===== config.mk =====
export PLATFORM = sky130hd
export DESIGN_NAME = approx_err_monitor
export DESIGN_NICKNAME = d
export VERILOG_FILES = /design/src/rtl/approx_pkg.sv /design/src/rtl/approx_err_stage.sv /design/src/rtl/approx_err_monitor.sv
export SDC_FILE = /design/constraint.sdc
export NUM_CORES = 1
export LEC_CHECK = 0
export CAP_MARGIN = 25
export CORE_MARGIN = 3
export CORE_UTILIZATION = 50
export CTS_CLUSTER_DIAMETER = 200
export DETAILED_ROUTE_END_ITERATION = 6
export PLACE_DENSITY = 0.71
export SLEW_MARGIN = 20
export SYNTH_ARGS = -nofsm -noshare
export SYNTH_HDL_FRONTEND = slang
export SYNTH_SLANG_ARGS = --single-unit

===== constraint.sdc =====
create_clock -name clk -period 11.49 [get_ports clk]
set_input_delay 2.298 -clock clk [delete_from_list [all_inputs] [get_ports clk]]
set_output_delay 2.298 -clock clk [all_outputs]
set_load 0.005 [all_outputs]

===== src/rtl/approx_pkg.sv =====
// approx_pkg
// Shared defaults and FSM encoding for the approximate-multiplier error monitor.
// Holds the default product, counter and accumulator widths and the control
// state type used by approx_err_monitor.
package approx_pkg;

  localparam int WIDTH_DEF = 32;
  localparam int CNT_W_DEF = 16;
  localparam int ACC_W_DEF = 48;

  // state | meaning
  // IDLE  | waiting for start; last window's results stay on the outputs
  // ACCUM | accepting samples until WIN have been taken
  // DRAIN | waiting for the two pipeline stages to empty
  // DONE  | result presented until res_ready
  typedef enum logic [1:0] {
    IDLE  = 2'd0,
    ACCUM = 2'd1,
    DRAIN = 2'd2,
    DONE  = 2'd3
  } state_t;

endpackage


===== src/rtl/approx_err_stage.sv =====
// approx_err_stage
// Combinational error of one sample pair.
//   i_approx_p : approximate product, unsigned
//   i_exact_p  : exact product, unsigned
//   o_d        : exact - approx, WIDTH+1-bit two's complement
//   o_ed       : |exact - approx| (always fits in WIDTH bits)
//   o_neq      : approx != exact
module approx_err_stage #(
  parameter int WIDTH = 32
) (
  input  logic [WIDTH-1:0] i_approx_p,
  input  logic [WIDTH-1:0] i_exact_p,
  output logic [WIDTH:0]   o_d,
  output logic [WIDTH-1:0] o_ed,
  output logic             o_neq
);

  logic [WIDTH:0] w_neg;

  always_comb begin
    o_d   = {1'b0, i_exact_p} - {1'b0, i_approx_p};
    w_neg = {1'b0, i_approx_p} - {1'b0, i_exact_p};
    o_ed  = o_d[WIDTH] ? w_neg[WIDTH-1:0] : o_d[WIDTH-1:0];
    o_neq = (i_approx_p != i_exact_p);
  end

endmodule


===== src/rtl/approx_err_monitor.sv =====
// approx_err_monitor
// Accumulates error metrics of (approx, exact) product pairs over a window of
// WIN accepted samples and presents them on a result handshake.
//   clk, rst              : clock, synchronous active-high reset
//   start                 : opens a window from IDLE
//   in_valid/in_ready     : sample handshake; approx_p, exact_p are the pair
//   busy                  : start accepted, result not yet taken
//   res_valid/res_ready   : result handshake
//   res_sum_ed, res_bias  : saturating sum of |d| and of (approx-exact)
//   res_max_ed            : largest |d| in the window
//   res_err_cnt           : samples with approx != exact
module approx_err_monitor
  import approx_pkg::*;
#(
  parameter int WIDTH = WIDTH_DEF,
  parameter int WIN   = 1024,
  parameter int CNT_W = CNT_W_DEF,
  parameter int ACC_W = ACC_W_DEF
) (
  input  logic             clk,
  input  logic             rst,
  input  logic             start,
  input  logic             in_valid,
  output logic             in_ready,
  input  logic [WIDTH-1:0] approx_p,
  input  logic [WIDTH-1:0] exact_p,
  output logic             busy,
  output logic             res_valid,
  input  logic             res_ready,
  output logic [ACC_W-1:0] res_sum_ed,
  output logic [ACC_W-1:0] res_bias,
  output logic [WIDTH-1:0] res_max_ed,
  output logic [CNT_W-1:0] res_err_cnt
);

  localparam logic [ACC_W-1:0] BIAS_MAX = {1'b0, {(ACC_W-1){1'b1}}};
  localparam logic [ACC_W-1:0] BIAS_MIN = {1'b1, {(ACC_W-1){1'b0}}};

  state_t           r_state;
  logic             r_in_ready;
  logic             r_busy;
  logic             r_res_valid;
  logic             r_start_pend;
  logic [CNT_W-1:0] r_remain;

  logic             r_s1_valid;
  logic [WIDTH:0]   r_s1_d;
  logic [WIDTH-1:0] r_s1_ed;
  logic             r_s1_neq;
  logic             r_s2_valid;

  logic [ACC_W-1:0] r_sum;
  logic [ACC_W-1:0] r_bias;
  logic [WIDTH-1:0] r_max;
  logic [CNT_W-1:0] r_err_cnt;

  logic [WIDTH:0]   w_d;
  logic [WIDTH-1:0] w_ed;
  logic             w_neq;
  logic             w_accept;
  logic [ACC_W:0]   w_sum_ext;
  logic [ACC_W-1:0] w_sum_nxt;
  logic [ACC_W:0]   w_bias_ext;
  logic [ACC_W-1:0] w_bias_nxt;

  approx_err_stage #(.WIDTH(WIDTH)) u_stage (
    .i_approx_p (approx_p),
    .i_exact_p  (exact_p),
    .o_d        (w_d),
    .o_ed       (w_ed),
    .o_neq      (w_neq)
  );

  assign w_accept = (r_state == ACCUM) && r_in_ready && in_valid;

  // One extra bit of headroom; the top bits reveal overflow for the clamp.
  always_comb begin
    w_sum_ext  = {1'b0, r_sum} + (ACC_W+1)'(r_s1_ed);
    w_sum_nxt  = w_sum_ext[ACC_W] ? '1 : w_sum_ext[ACC_W-1:0];
    w_bias_ext = {r_bias[ACC_W-1], r_bias}
               - {{(ACC_W-WIDTH){r_s1_d[WIDTH]}}, r_s1_d};
    case (w_bias_ext[ACC_W:ACC_W-1])
      2'b01:   w_bias_nxt = BIAS_MAX;
      2'b10:   w_bias_nxt = BIAS_MIN;
      default: w_bias_nxt = w_bias_ext[ACC_W-1:0];
    endcase
  end

  always_ff @(posedge clk) begin
    if (rst) begin
      r_state      <= IDLE;
      r_in_ready   <= 1'b0;
      r_busy       <= 1'b0;
      r_res_valid  <= 1'b0;
      r_start_pend <= 1'b0;
      r_remain     <= '0;
      r_s1_valid   <= 1'b0;
      r_s1_d       <= '0;
      r_s1_ed      <= '0;
      r_s1_neq     <= 1'b0;
      r_s2_valid   <= 1'b0;
      r_sum        <= '0;
      r_bias       <= '0;
      r_max        <= '0;
      r_err_cnt    <= '0;
    end else begin
      r_s1_valid <= w_accept;
      if (w_accept) begin
        r_s1_d   <= w_d;
        r_s1_ed  <= w_ed;
        r_s1_neq <= w_neq;
      end
      r_s2_valid <= r_s1_valid;
      if (r_s1_valid) begin
        r_sum     <= w_sum_nxt;
        r_bias    <= w_bias_nxt;
        if (r_s1_ed > r_max) r_max <= r_s1_ed;
        r_err_cnt <= r_err_cnt + CNT_W'(r_s1_neq);
      end

      case (r_state)
        IDLE: begin
          // The pipeline is empty in IDLE, so clearing here cannot race an update.
          if (start || r_start_pend) begin
            r_state      <= ACCUM;
            r_busy       <= 1'b1;
            r_in_ready   <= 1'b1;
            r_start_pend <= 1'b0;
            r_remain     <= CNT_W'(WIN);
            r_sum        <= '0;
            r_bias       <= '0;
            r_max        <= '0;
            r_err_cnt    <= '0;
          end
        end
        ACCUM: begin
          if (w_accept) begin
            r_remain <= r_remain - 1'b1;
            if (r_remain == CNT_W'(1)) begin
              r_in_ready <= 1'b0;
              r_state    <= DRAIN;
            end
          end
        end
        DRAIN: begin
          if (!r_s1_valid && !r_s2_valid) begin
            r_state     <= DONE;
            r_res_valid <= 1'b1;
          end
        end
        DONE: begin
          if (res_ready) begin
            r_state      <= IDLE;
            r_res_valid  <= 1'b0;
            r_busy       <= 1'b0;
            // A start coinciding with the hand-off opens the next window from IDLE.
            r_start_pend <= start;
          end
        end
        default: r_state <= IDLE;
      endcase
    end
  end

  assign in_ready    = r_in_ready;
  assign busy        = r_busy;
  assign res_valid   = r_res_valid;
  assign res_sum_ed  = r_sum;
  assign res_bias    = r_bias;
  assign res_max_ed  = r_max;
  assign res_err_cnt = r_err_cnt;

endmodule


==> metrics.md, run 1 <==
| Metric | Value |
|---|---|
| Post-Synthesis Cells | `2,354` |
| Row cnt | `68` |
| Hold Path Class | `reg -> reg` |
| Deepest clock path buffer count | `3` |
| Adder-Cell Fraction of Synth Area | `0.135` |
| Cell Area, Synth | `17,900 um^2` |
| All-Layer GR Usage | `0.287` |
| Highest clock rate | `0.179 GHz` |
| Antenna violations before repair | `1` |
| CTS buffer count | `27` |
| Clock network fraction of design power | `0.263` |
| Post-synth ARST share | `0` |
| Final hold vios | `0` |
| Chip height | `195 um` |
| H-Tree Depth | `1` |
| Max Fanout on Critical Path | `23` |
| Design internal power | `2.20 mW` |
| Final setup viols | `0` |
| Critical path's slowest cell | `a211oi_4` |
| Pre-CTS setup slack | `5420 ps` |
| Avg Cell Area, Syn | `7.60 um^2` |
| GRT overflow | `0` |
| Multi-input logic area | `12,100 um^2` |
| Initial Utilization | `0.513` |
| Seq/Total Area, Yosys | `0.261` |
| Max_cap viols | `0` |
| Vias | `17,600` |
| Most frequent cells in the layout | `a21oi_1, dfxtp_1, nand2_1, clkdlybuf4s50_1, ha_1` |
| PwrDens | `177 nW/um^2` |
| Ys flop type | `dfxtp_1` |
| Vias in the first global route | `16,600` |
| Die span in x | `195 um` |
| YS warnings | `0` |
| Critical Path AT | `5960 ps` |
| N_diodes | `0` |
| Compound-Gate Fraction of Synth Area | `0.275` |
| # DRC | `0` |
| CP max stage delay | `610 ps` |
| Synthesized net count | `2,613` |
| CORE AREA | `34,900 um^2` |
| Drt pass-1 iters | `5` |
| Synth top area cells | `dfxtp_1, ha_1, a21oi_1, nand2_1, o21ai_0` |
| I/O pin count | `216` |
| Sum Neg Setup Slack | `0 ps` |
| Antenna Nets Post-Route | `0` |
| DP HPWL | `44.6 mm` |
| Post CTS Setup Buffer Count | `0` |
| Avg WL per Cell | `19.5 um` |
| Critical path class | `in -> reg` |
| TritonCTS clock tree | `done` |
| Top cell type's share of synthesized area | `0.261` |
| Max rail drop VDD | `0.000247 V` |
| Critical path required time | `11,870 ps` |
| FF+latch area | `4670 um^2` |
| Clock sink count | `233` |
| IO Port Bufs | `215` |
| Post-CTS sizing | `0` |
| Seq pwr share | `0.250` |
| Pin count of the biggest net entering global routing | `96` |
| Comb pwr share | `0.487` |
| Clock skew | `17.7 ps` |
| Post-synth EDFFs | `0` |
| Drt total wl | `57.6 mm` |
| Simple-gate area share of the yosys netlist | `0.174` |
| Buffers & Inverters on Critical Path | `3` |
| Design area | `21,200 um^2` |
| RSZ-0062 raised after global routing | `no` |
| Post-synthesis register bit count | `233` |
| Area post-placement | `20,200 um^2` |
| Netlist cell types | `79` |
| First-pass GRT wire length | `90.4 mm` |
| Sw frac | `0.417` |
| Critical Path Sink Type | `flip-flop` |
| Fill cells | `3,252` |
| Mux share of post-synthesis cell area | `0.0140` |
| Largest family of logic cells by synthesized area | `compound AO/OA/AOI/OAI gates` |
| Final nets | `2,741` |
| Hold_buf cts | `0` |
| Vias per cell | `5.95` |
| Max-slew violations | `0` |
| Fraction of layout cells with a size suffix above 1 | `0.0368` |
| Relative slew margins | `0.350` |
| Post-synthesis xor/xnor area fraction | `0.0769` |
| Status | `finished clean` |
| Clk slew on worst S/H paths | `60 ps` |
| Lkg Pwr | `9.18 nW` |
| Commonest non-fill, non-tap cell in the layout | `a21oi_1` |
| RePlAce Congestion | `0.988` |
| P_sw | `1.57 mW` |
| CP startpoint kind | `primary input` |
| Fin worst setup slack | `5910 ps` |
| Drt initial violations | `1,279` |
| P&R area growth vs syn | `18.6%` |
| Die area | `38,100 um^2` |
| Min cycle time layout | `5580 ps` |
| Fin crit share | `0.485` |
| Clk Latency, worst-skew pair | `550 ps` |
| Worst-Margin Slew | `973 ps` |
| Root Driver | `clkbuf_16` |
| Kind of cell adding the most delay to the critical path | `compound AO/OA/AOI/OAI gates` |
| CP cell instances | `clkdlybuf4s50_1, inv_1, ha_1, a21o_1, or3_1, o2111ai_2, o2111ai_1, a211oi_4, buf_4, mux2i_1, xor2_1, a211oi_2` |
| Largest area contributor in the netlist | `dfxtp_1` |
==> final cells by class <==
cell class / count / share of cell area
repair buffers: 226 / 0.105
clock inverters: 20 / 0.0150
clock buffers: 30 / 0.0328
flip-flops and latches: 233 / 0.220
inverters: 173 / 0.0306
multi-input cells: 1821 / 0.569
well taps: 455 / 0.0268
==> routing by layer <==
layer  GRT usage  part of all wire  vias to the layer above
met5           0           0.00023                        -
met4       0.106             0.043                        2
met3      0.0367             0.060                      114
met2       0.467              0.45                      567
met1       0.392              0.45                     8305
li1            -                 -                     8623
==> flip-flops by register name (all words and copies together) (netlist names), 2 cells and up <==
name / flops
r_remain: 16
r_s1_d: 33
r_s1_ed: 31
r_state: 2
res_bias: 48
res_err_cnt: 16
res_max_ed: 32
res_sum_ed: 48
==> worst register-to-register path: cells and delay by family, from the launching register on <==
kind | cells | cell delay [ps]
compound gates | 7 | 1800
simple gates | 5 | 1460
fa+ha+maj | 3 | 1230
flops | 1 | 470
buf+inv | 2 | 150
==> cell usage after synthesis, types with 62 or more instances <==
master	instances
a21oi_1	254
dfxtp_1	233
nand2_1	228
ha_1	186
inv_1	172
o21ai_0	170
nor2_1	163
clkbuf_1	100
xnor2_1	95
a21o_1	92
nand3_1	85
xor2_1	62
==> path summary, 6_finish.rpt <==
check | to | depth (start not counted) | slack, ps | startpoint
worst max-delay path | r_s1_ed[12] | 12 | 5910 | approx_p[7]
worst min-delay path | r_s1_d[12] | 2 | 450 | r_s1_d[12]
worst max register to register | res_bias[20] | 17 | 6320 | r_s1_d[0]
worst min register to register | r_s1_d[12] | 2 | 450 | r_s1_d[12]
==> power groups by stage <==
stage                     logic [mW]  clock network (mW)  registers [mW]
after floorplan                 1.38                   0           0.925
after global placement          1.76                   0           0.954
after detailed placement        1.78                   0           0.958
after CTS                       1.80                1.00           0.941
after global routing            2.02                1.03           0.949
final                           1.83               0.988           0.942
==> per-stage QoR <==
| step | utilization | cells | power, mW | hold slack [ps] |
|---|---|---|---|---|
| detailed placement | 0.579 | 2907 | 2.74 | 446 |
| CTS | 0.608 | 2957 | 3.74 | 453 |
| finish | 0.608 | 2958 | 3.76 | 451 |
| floorplan | - | 2354 | 2.30 | 432 |
| global placement | 0.579 | 2907 | 2.71 | 442 |
| global route | 0.608 | 2958 | 4.01 | 469 |
==> cells by family after synthesis <==
| family | after synthesis |
|---|---|
| AO/OA/AOI/OAI | 780 |
| AND/OR/NAND/NOR | 669 |
| buffers and inverters | 300 |
| flip-flops | 233 |
| adder cells (fa/ha/maj) | 190 |
| XOR/XNOR | 157 |
| multiplexers | 25 |
Note: power is estimated with default switching activity, not from simulation.
==> run 2: changes to the inputs <==
==> constraint.sdc (replaced) <==
create_clock -name clk -period 5.7 [get_ports clk]
set_input_delay 1.14 -clock clk [delete_from_list [all_inputs] [get_ports clk]]
set_output_delay 1.14 -clock clk [all_outputs]
set_load 0.005 [all_outputs]
==> run 2 against run 1 <==
Net effect: wire length up 0.90%; clock skew up 15 ps; critical path depth up 5; non-clock buffer count up 6; power up 100%; global-route usage up 0.41 points; largest power group unchanged; sequential share of layout area about the same; die area unchanged; clock power up 91%; register-to-register slack worse by 5400 ps; sequential power up 100%; critical path type is now reg -> reg; worst hold slack about the same.
==> metrics.md, run 2 (synthesis results as in run 1) <==
| Metric | Value |
|---|---|
| Status | `finished clean` |
| CORE AREA | `34,900 um^2 (unchanged)` |
| PwrDens | `356 nW/um^2 (+100%)` |
| Vias | `17,600 (-0.045%)` |
| Initial Utilization | `0.513 (unchanged)` |
| Commonest non-fill, non-tap cell in the layout | `a21oi_1` |
| Clk Latency, worst-skew pair | `560 ps (about the same)` |
| Worst reg-to-reg path cell count | `17 (unchanged)` |
| Die span in x | `195 um (unchanged)` |
| Reg-to-Reg Start | `r_s1_d[0]` |
| Antenna Nets Post-Route | `0 (unchanged)` |
| DP HPWL | `45.1 mm (+1.2%)` |
| Final nets | `2,747 (+0.22%)` |
| IO Port Bufs | `215 (unchanged)` |
| Drt pass-1 iters | `5 (unchanged)` |
| Drt initial violations | `1,277 (-0.16%)` |
| Vias per cell | `5.94 (-0.15%)` |
| Die area | `38,100 um^2 (unchanged)` |
| Highest clock rate | `0.208 GHz` |
| CP endpoint | `res_bias[19]` |
| Max rail drop VDD | `0.000444 V (+80%)` |
| I/O pin count | `216 (unchanged)` |
| CP Launch Point | `r_s1_d[0]` |
| CTS buffer count | `27 (unchanged)` |
| TritonCTS clock tree | `done` |
| Fraction of layout cells with a size suffix above 1 | `0.0379 (+0.00115)` |
| Vias in the first global route | `16,600 (+0.036%)` |
| Row cnt | `68 (unchanged)` |
| Critical Path AT | `5250 ps (-710 ps)` |
| Util after Layout | `0.608 (about the same)` |
| Critical Path Sink Type | `flip-flop` |
| Fin crit share | `0.845` |
| Relative slew margins | `0.313 (-0.0372)` |
| Pin count of the biggest net entering global routing | `95 (-1.0%)` |
| Fin cells | `2,961 (+0.10%)` |
| Clock sink count | `233 (unchanged)` |
| H-Tree Depth | `1 (unchanged)` |
| Max Fanout on Critical Path | `26 (+13%)` |
| First-pass GRT wire length | `91.5 mm (+1.3%)` |
| Sum Neg Setup Slack | `0 ps (unchanged)` |
| Chip height | `195 um (unchanged)` |
| All-Layer GR Usage | `0.291 (+0.00406)` |
| Critical path required time | `6130 ps (-5740 ps)` |
| Root Driver | `clkbuf_16` |
| Final Total Pwr | `7.55 mW (+100%)` |
| Placed cell count | `2,913 (+0.21%)` |
| RePlAce Congestion | `0.992 (+0.33%)` |
| Clk slew on worst S/H paths | `60 ps (about the same)` |
| GRT overflow | `0 (unchanged)` |
| Post CTS Setup Buffer Count | `0 (unchanged)` |
| Critical path class | `reg -> reg` |
| Lkg Pwr | `9.18 nW (about the same)` |
| N_diodes | `0 (unchanged)` |
| Clock skew | `32.5 ps (+14.8 ps)` |
| Post-CTS sizing | `0 (unchanged)` |
| Final setup viols | `0 (unchanged)` |
| Worst R2R End | `res_bias[19]` |
| Reg2Reg Setup Slack | `890 ps (-5430 ps)` |
| Max_cap viols | `0 (unchanged)` |
| Hold Path Class | `reg -> reg` |
| Hold_buf cts | `0 (unchanged)` |
| # DRC | `0 (unchanged)` |
| Drt total wl | `58.1 mm (+0.90%)` |
| Avg WL per Cell | `19.6 um (+0.80%)` |
| Deepest clock path buffer count | `3 (unchanged)` |
| Min cycle time layout | `4810 ps` |
| RSZ-0062 raised after global routing | `no` |
| P&R area growth vs syn | `18.6% (about the same)` |
| Antenna violations before repair | `0 (-1)` |
| Worst-Margin Slew | `1030 ps (+55.7 ps)` |
| Final hold vios | `0 (unchanged)` |
| Most frequent cells in the layout | `a21oi_1, dfxtp_1, nand2_1, clkdlybuf4s50_1, ha_1` |
| CP startpoint kind | `flip-flop` |
| Max-slew violations | `0 (unchanged)` |
==> run 2: cell types whose count changed in the layout (fill, tap and decap cells not counted) <==
cell       delta
clkinv_2      -2
inv_6         -1
buf_4         +6
inv_16        +1
clkbuf_8      +4
clkinv_4      -2
bufinv_16     -3
==> run 2: through the flow <==
stage | setup slack, ps | cell area [um^2] | hold slack [ps]
after floorplan | 2000 | 17900 | 432
after global placement | 894 | 20200 | 441
after detailed placement | 794 | 20200 | 447
after CTS | 871 | 21200 | 453
after global routing | 375 | 21200 | 473
final | 886 | 21200 | 451
==> run 2: power by group <==
group | internal (mW) | switching [mW]
combinational | 1.46 | 2.30
sequential | 1.75 | 0.150
clock | 1.16 | 0.727
total | 4.37 | 3.18
==> run 2: how the worst min path moves through the flow <==
stage / cells after the start / end / slack, ps / startpoint
global route: 2 / r_s1_d[14] / 470 / r_s1_d[14]
CTS: 2 / r_s1_d[8] / 450 / r_s1_d[8]
detailed placement: 2 / r_s1_d[21] / 450 / r_s1_d[21]
floorplan: 2 / r_s1_d[10] / 430 / r_s1_d[10]
finish: 2 / r_s1_d[14] / 450 / r_s1_d[14]
global placement: 2 / r_s1_d[2] / 440 / r_s1_d[2]
==> run 2: cell type report <==
class | count | area, um^2
inverter | 173 | 649
clock inverter | 13 | 211
clock buffer | 34 | 752
fill | 3271 | 13700
tap | 455 | 569
multi-input combinational | 1821 | 12100
sequential | 233 | 4670
timing repair buffer | 232 | 2280
==> run 2: layer usage <==
layer / global-route usage / share of wire / vias up
met3: 0.0333 / 0.061 / 109
met2: 0.473 / 0.45 / 578
met4: 0.111 / 0.042 / 0
met1: 0.399 / 0.45 / 8286
li1: - / - / 8630
met5: 0 / 0 / -
==> run 2: critical path: stages (launching register included) <==
cell and delay, ps:
dfxtp_1 480, ha_1 220, inv_1 50, fa_1 430, a211oi_1 230, o21bai_1 130
o2111ai_1 270, nand2_1 130, o211ai_1 230, nand2_1 70, o21ai_0 520, o31ai_2 200
inv_1 90, ha_1 230, buf_4 210, nor2_1 180, nand4_2 670, o211ai_1 310
==> run 3: changes to the inputs <==
--- a/config.mk
+++ b/config.mk
@@ -10,7 +10,7 @@
 export CORE_UTILIZATION = 50
 export CTS_CLUSTER_DIAMETER = 200
 export DETAILED_ROUTE_END_ITERATION = 6
-export PLACE_DENSITY = 0.71
+export PLACE_DENSITY = 0.74
 export SLEW_MARGIN = 20
 export SYNTH_ARGS = -nofsm -noshare
 export SYNTH_HDL_FRONTEND = slang
==> constraint.sdc (replaced) <==
create_clock -name clk -period 3.9 [get_ports clk]
set_input_delay 0.78 -clock clk [delete_from_list [all_inputs] [get_ports clk]]
set_output_delay 0.78 -clock clk [all_outputs]
set_load 0.005 [all_outputs]
==> run 3 against run 2 <==
Net effect: register-to-register slack worse by 680 ps; wire length is 6.3% higher; sequential share of layout area is 1.4 points lower; power is 59% higher; non-clock buffer count is 151 higher; first-iteration DRC count is 1.7% lower; sequential cell count stayed put; clock skew is 21 ps lower; design area is 6.6% higher; worst setup slack worse by 680 ps.
==> metrics.md, run 3 (synthesis results as in run 1) <==
| Metric | Value |
|---|---|
| RePlAce Congestion | `0.942 (-5.0%)` |
| DP HPWL | `48.4 mm (+7.2%)` |
| Critical path's slowest cell | `or3_4` |
| Antenna violations before repair | `1 (+1)` |
| Initial Utilization | `0.513 (unchanged)` |
| Vias | `18,500 (+5.2%)` |
| I/O pin count | `216 (unchanged)` |
| Area post-placement | `21,400 um^2 (+5.6%)` |
| Vias per cell | `5.95 (about the same)` |
| Buffers & Inverters on Critical Path | `5 (+2)` |
| Fin cells | `3,115 (+5.2%)` |
| Worst R2R End | `res_bias[44]` |
| Critical path class | `reg -> reg` |
| Util after Layout | `0.648 (+0.0400)` |
| Max-slew violations | `0 (unchanged)` |
| N_diodes | `0 (unchanged)` |
| Clock sink count | `233 (unchanged)` |
| Vias in the first global route | `17,500 (+5.3%)` |
| Pin count of the biggest net entering global routing | `95 (unchanged)` |
| TritonCTS clock tree | `done` |
| CP max stage delay | `450 ps (-220 ps)` |
| Avg WL per Cell | `19.8 um (+1.0%)` |
| Hold_buf cts | `0 (unchanged)` |
| Final setup viols | `0 (unchanged)` |
| Final nets | `2,899 (+5.5%)` |
| CTS buffer count | `28 (+3.7%)` |
| Highest clock rate | `0.271 GHz (+30%)` |
| All-Layer GR Usage | `0.306 (+0.0149)` |
| Placed cell count | `3,061 (+5.1%)` |
| Lkg Pwr | `9.99 nW (+8.8%)` |
| Root Driver | `clkbuf_16` |
| P&R area growth vs syn | `26.4%` |
| Min cycle time layout | `3690 ps (-1120 ps)` |
| Max_cap viols | `0 (unchanged)` |
| Cell repeated most along the worst path | `ha_2` |
| Row cnt | `68 (unchanged)` |
| First-pass GRT wire length | `95.5 mm (+4.3%)` |
| Relative slew margins | `0.360 (+0.0471)` |
| Critical Path Sink Type | `flip-flop` |
| Reg-to-Reg Start | `r_s1_d[32]` |
| Max rail drop VDD | `0.000534 V (+20%)` |
| Clk slew on worst S/H paths | `60 ps (about the same)` |
| Final hold vios | `0 (unchanged)` |
| Max Fanout on Critical Path | `21 (-19%)` |
| Chip height | `195 um (unchanged)` |
| Clk Latency, worst-skew pair | `560 ps (about the same)` |
| CP Launch Point | `r_s1_d[32]` |
| CP endpoint | `res_bias[44]` |
| H-Tree Depth | `1 (unchanged)` |
| Critical Path AT | `4120 ps (-1130 ps)` |
| Fin crit share | `0.947 (+0.102)` |
| Most frequent cells in the layout | `a21oi_1, dfxtp_1, nand2_1, clkdlybuf4s50_1, ha_1` |
| Die area | `38,100 um^2 (unchanged)` |
| Hold Path Class | `reg -> reg` |
| Reg2Reg Setup Slack | `210 ps (-680 ps)` |
| Kind of cell adding the most delay to the critical path | `simple AND/OR/NAND/NOR gates` |
| Drt pass-1 iters | `5 (unchanged)` |
| Drt total wl | `61.8 mm (+6.3%)` |
| Hold path start | `r_s1_d[14]` |
| CP startpoint kind | `flip-flop` |
| Critical path required time | `4330 ps (-1800 ps)` |
| Worst reg-to-reg path cell count | `17 (unchanged)` |
| Antenna Nets Post-Route | `0 (unchanged)` |
| Fraction of layout cells with a size suffix above 1 | `0.101 (+0.0632)` |
| WP depth | `17 (unchanged)` |
| GRT overflow | `0 (unchanged)` |
| PwrDens | `531 nW/um^2 (+49%)` |
| Design area | `22,600 um^2 (+6.6%)` |
| CORE AREA | `34,900 um^2 (unchanged)` |
| Final Total Pwr | `12.0 mW (+59%)` |
| CP cell instances | `clkinvlp_4, buf_12, buf_6, ha_2, nand4_1, or3_4, nor2_1, o21ai_1, nand3_1, xor2_1, inv_1, ha_2, and2_1, and3_1, buf_4, a22oi_1, nand2_1` |
| Status | `finished clean` |
| Worst-Margin Slew | `958 ps (-70.5 ps)` |
| Commonest non-fill, non-tap cell in the layout | `a21oi_1` |
| IO Port Bufs | `215 (unchanged)` |
| # DRC | `0 (unchanged)` |
| Die span in x | `195 um (unchanged)` |
| Clock skew | `11.6 ps (-20.9 ps)` |
| Deepest clock path buffer count | `3 (unchanged)` |
| Drt initial violations | `1,255 (-1.7%)` |
run 3: routing by layer:
layer	part of all wire	track usage	up-vias
met3	0.057	0.0340	138
met5	0.00019	0	-
met2	0.46	0.514	656
li1	-	-	8958
met1	0.44	0.410	8768
met4	0.037	0.106	2
run 3: cell type report:
cell class / instances / area (um^2)
fill: 3140 / 12300
clock inverter: 16 / 308
clock buffer: 34 / 774
sequential: 233 / 4670
multi-input combinational: 1821 / 12200
timing repair buffer: 383 / 3450
inverter: 173 / 653
tap: 455 / 569
run 3: what timing repair did:
action / 4_1_cts / 5_1_grt
buffers inserted: 0 / 4
gates resized for setup: 1 / 29
pin swaps: 0 / 6
setup endpoints to repair: 5 / 45
run 3: worst min-delay path by stage:
stage / end / slack [ps] / cells past startpoint
floorplan: r_s1_d[10] / 430 / 2
global placement: r_s1_d[18] / 440 / 2
detailed placement: r_s1_d[14] / 450 / 2
CTS: r_s1_d[14] / 450 / 2
global route: r_s1_d[15] / 470 / 2
finish: r_s1_d[14] / 450 / 2
run 3: worst reg2reg max path, stage by stage, from the launching register on:
cell	delay, ps
dfxtp_1	380
clkinvlp_4	120
buf_12	150
buf_6	150
ha_2	400
nand4_1	190
or3_4	450
nor2_1	110
o21ai_1	80
nand3_1	110
xor2_1	200
inv_1	70
ha_2	310
and2_1	190
and3_1	180
buf_4	210
a22oi_1	190
nand2_1	80
run 3: through the flow:
stage          hold slack [ps]  setup slack (ps)  TNS (ps)
2_1_floorplan              432               265         0
5_1_grt                    471             -40.4      -117
6_report                   455               207         0
4_1_cts                    454              43.7         0
3_5_place_dp               448              -275     -1480
3_3_place_gp               440              -251     -1110
run 3: power by group:
| part | leakage [nW] | switching (mW) | total (mW) | internal, mW |
|---|---|---|---|---|
| Sequential | 1.88 | 0.203 | 2.76 | 2.55 |
| Clock | 0.532 | 1.08 | 3.08 | 2.00 |
| Combinational | 7.58 | 3.58 | 6.17 | 2.60 |
| Total | 9.99 | 4.86 | 12.0 | 7.14 |
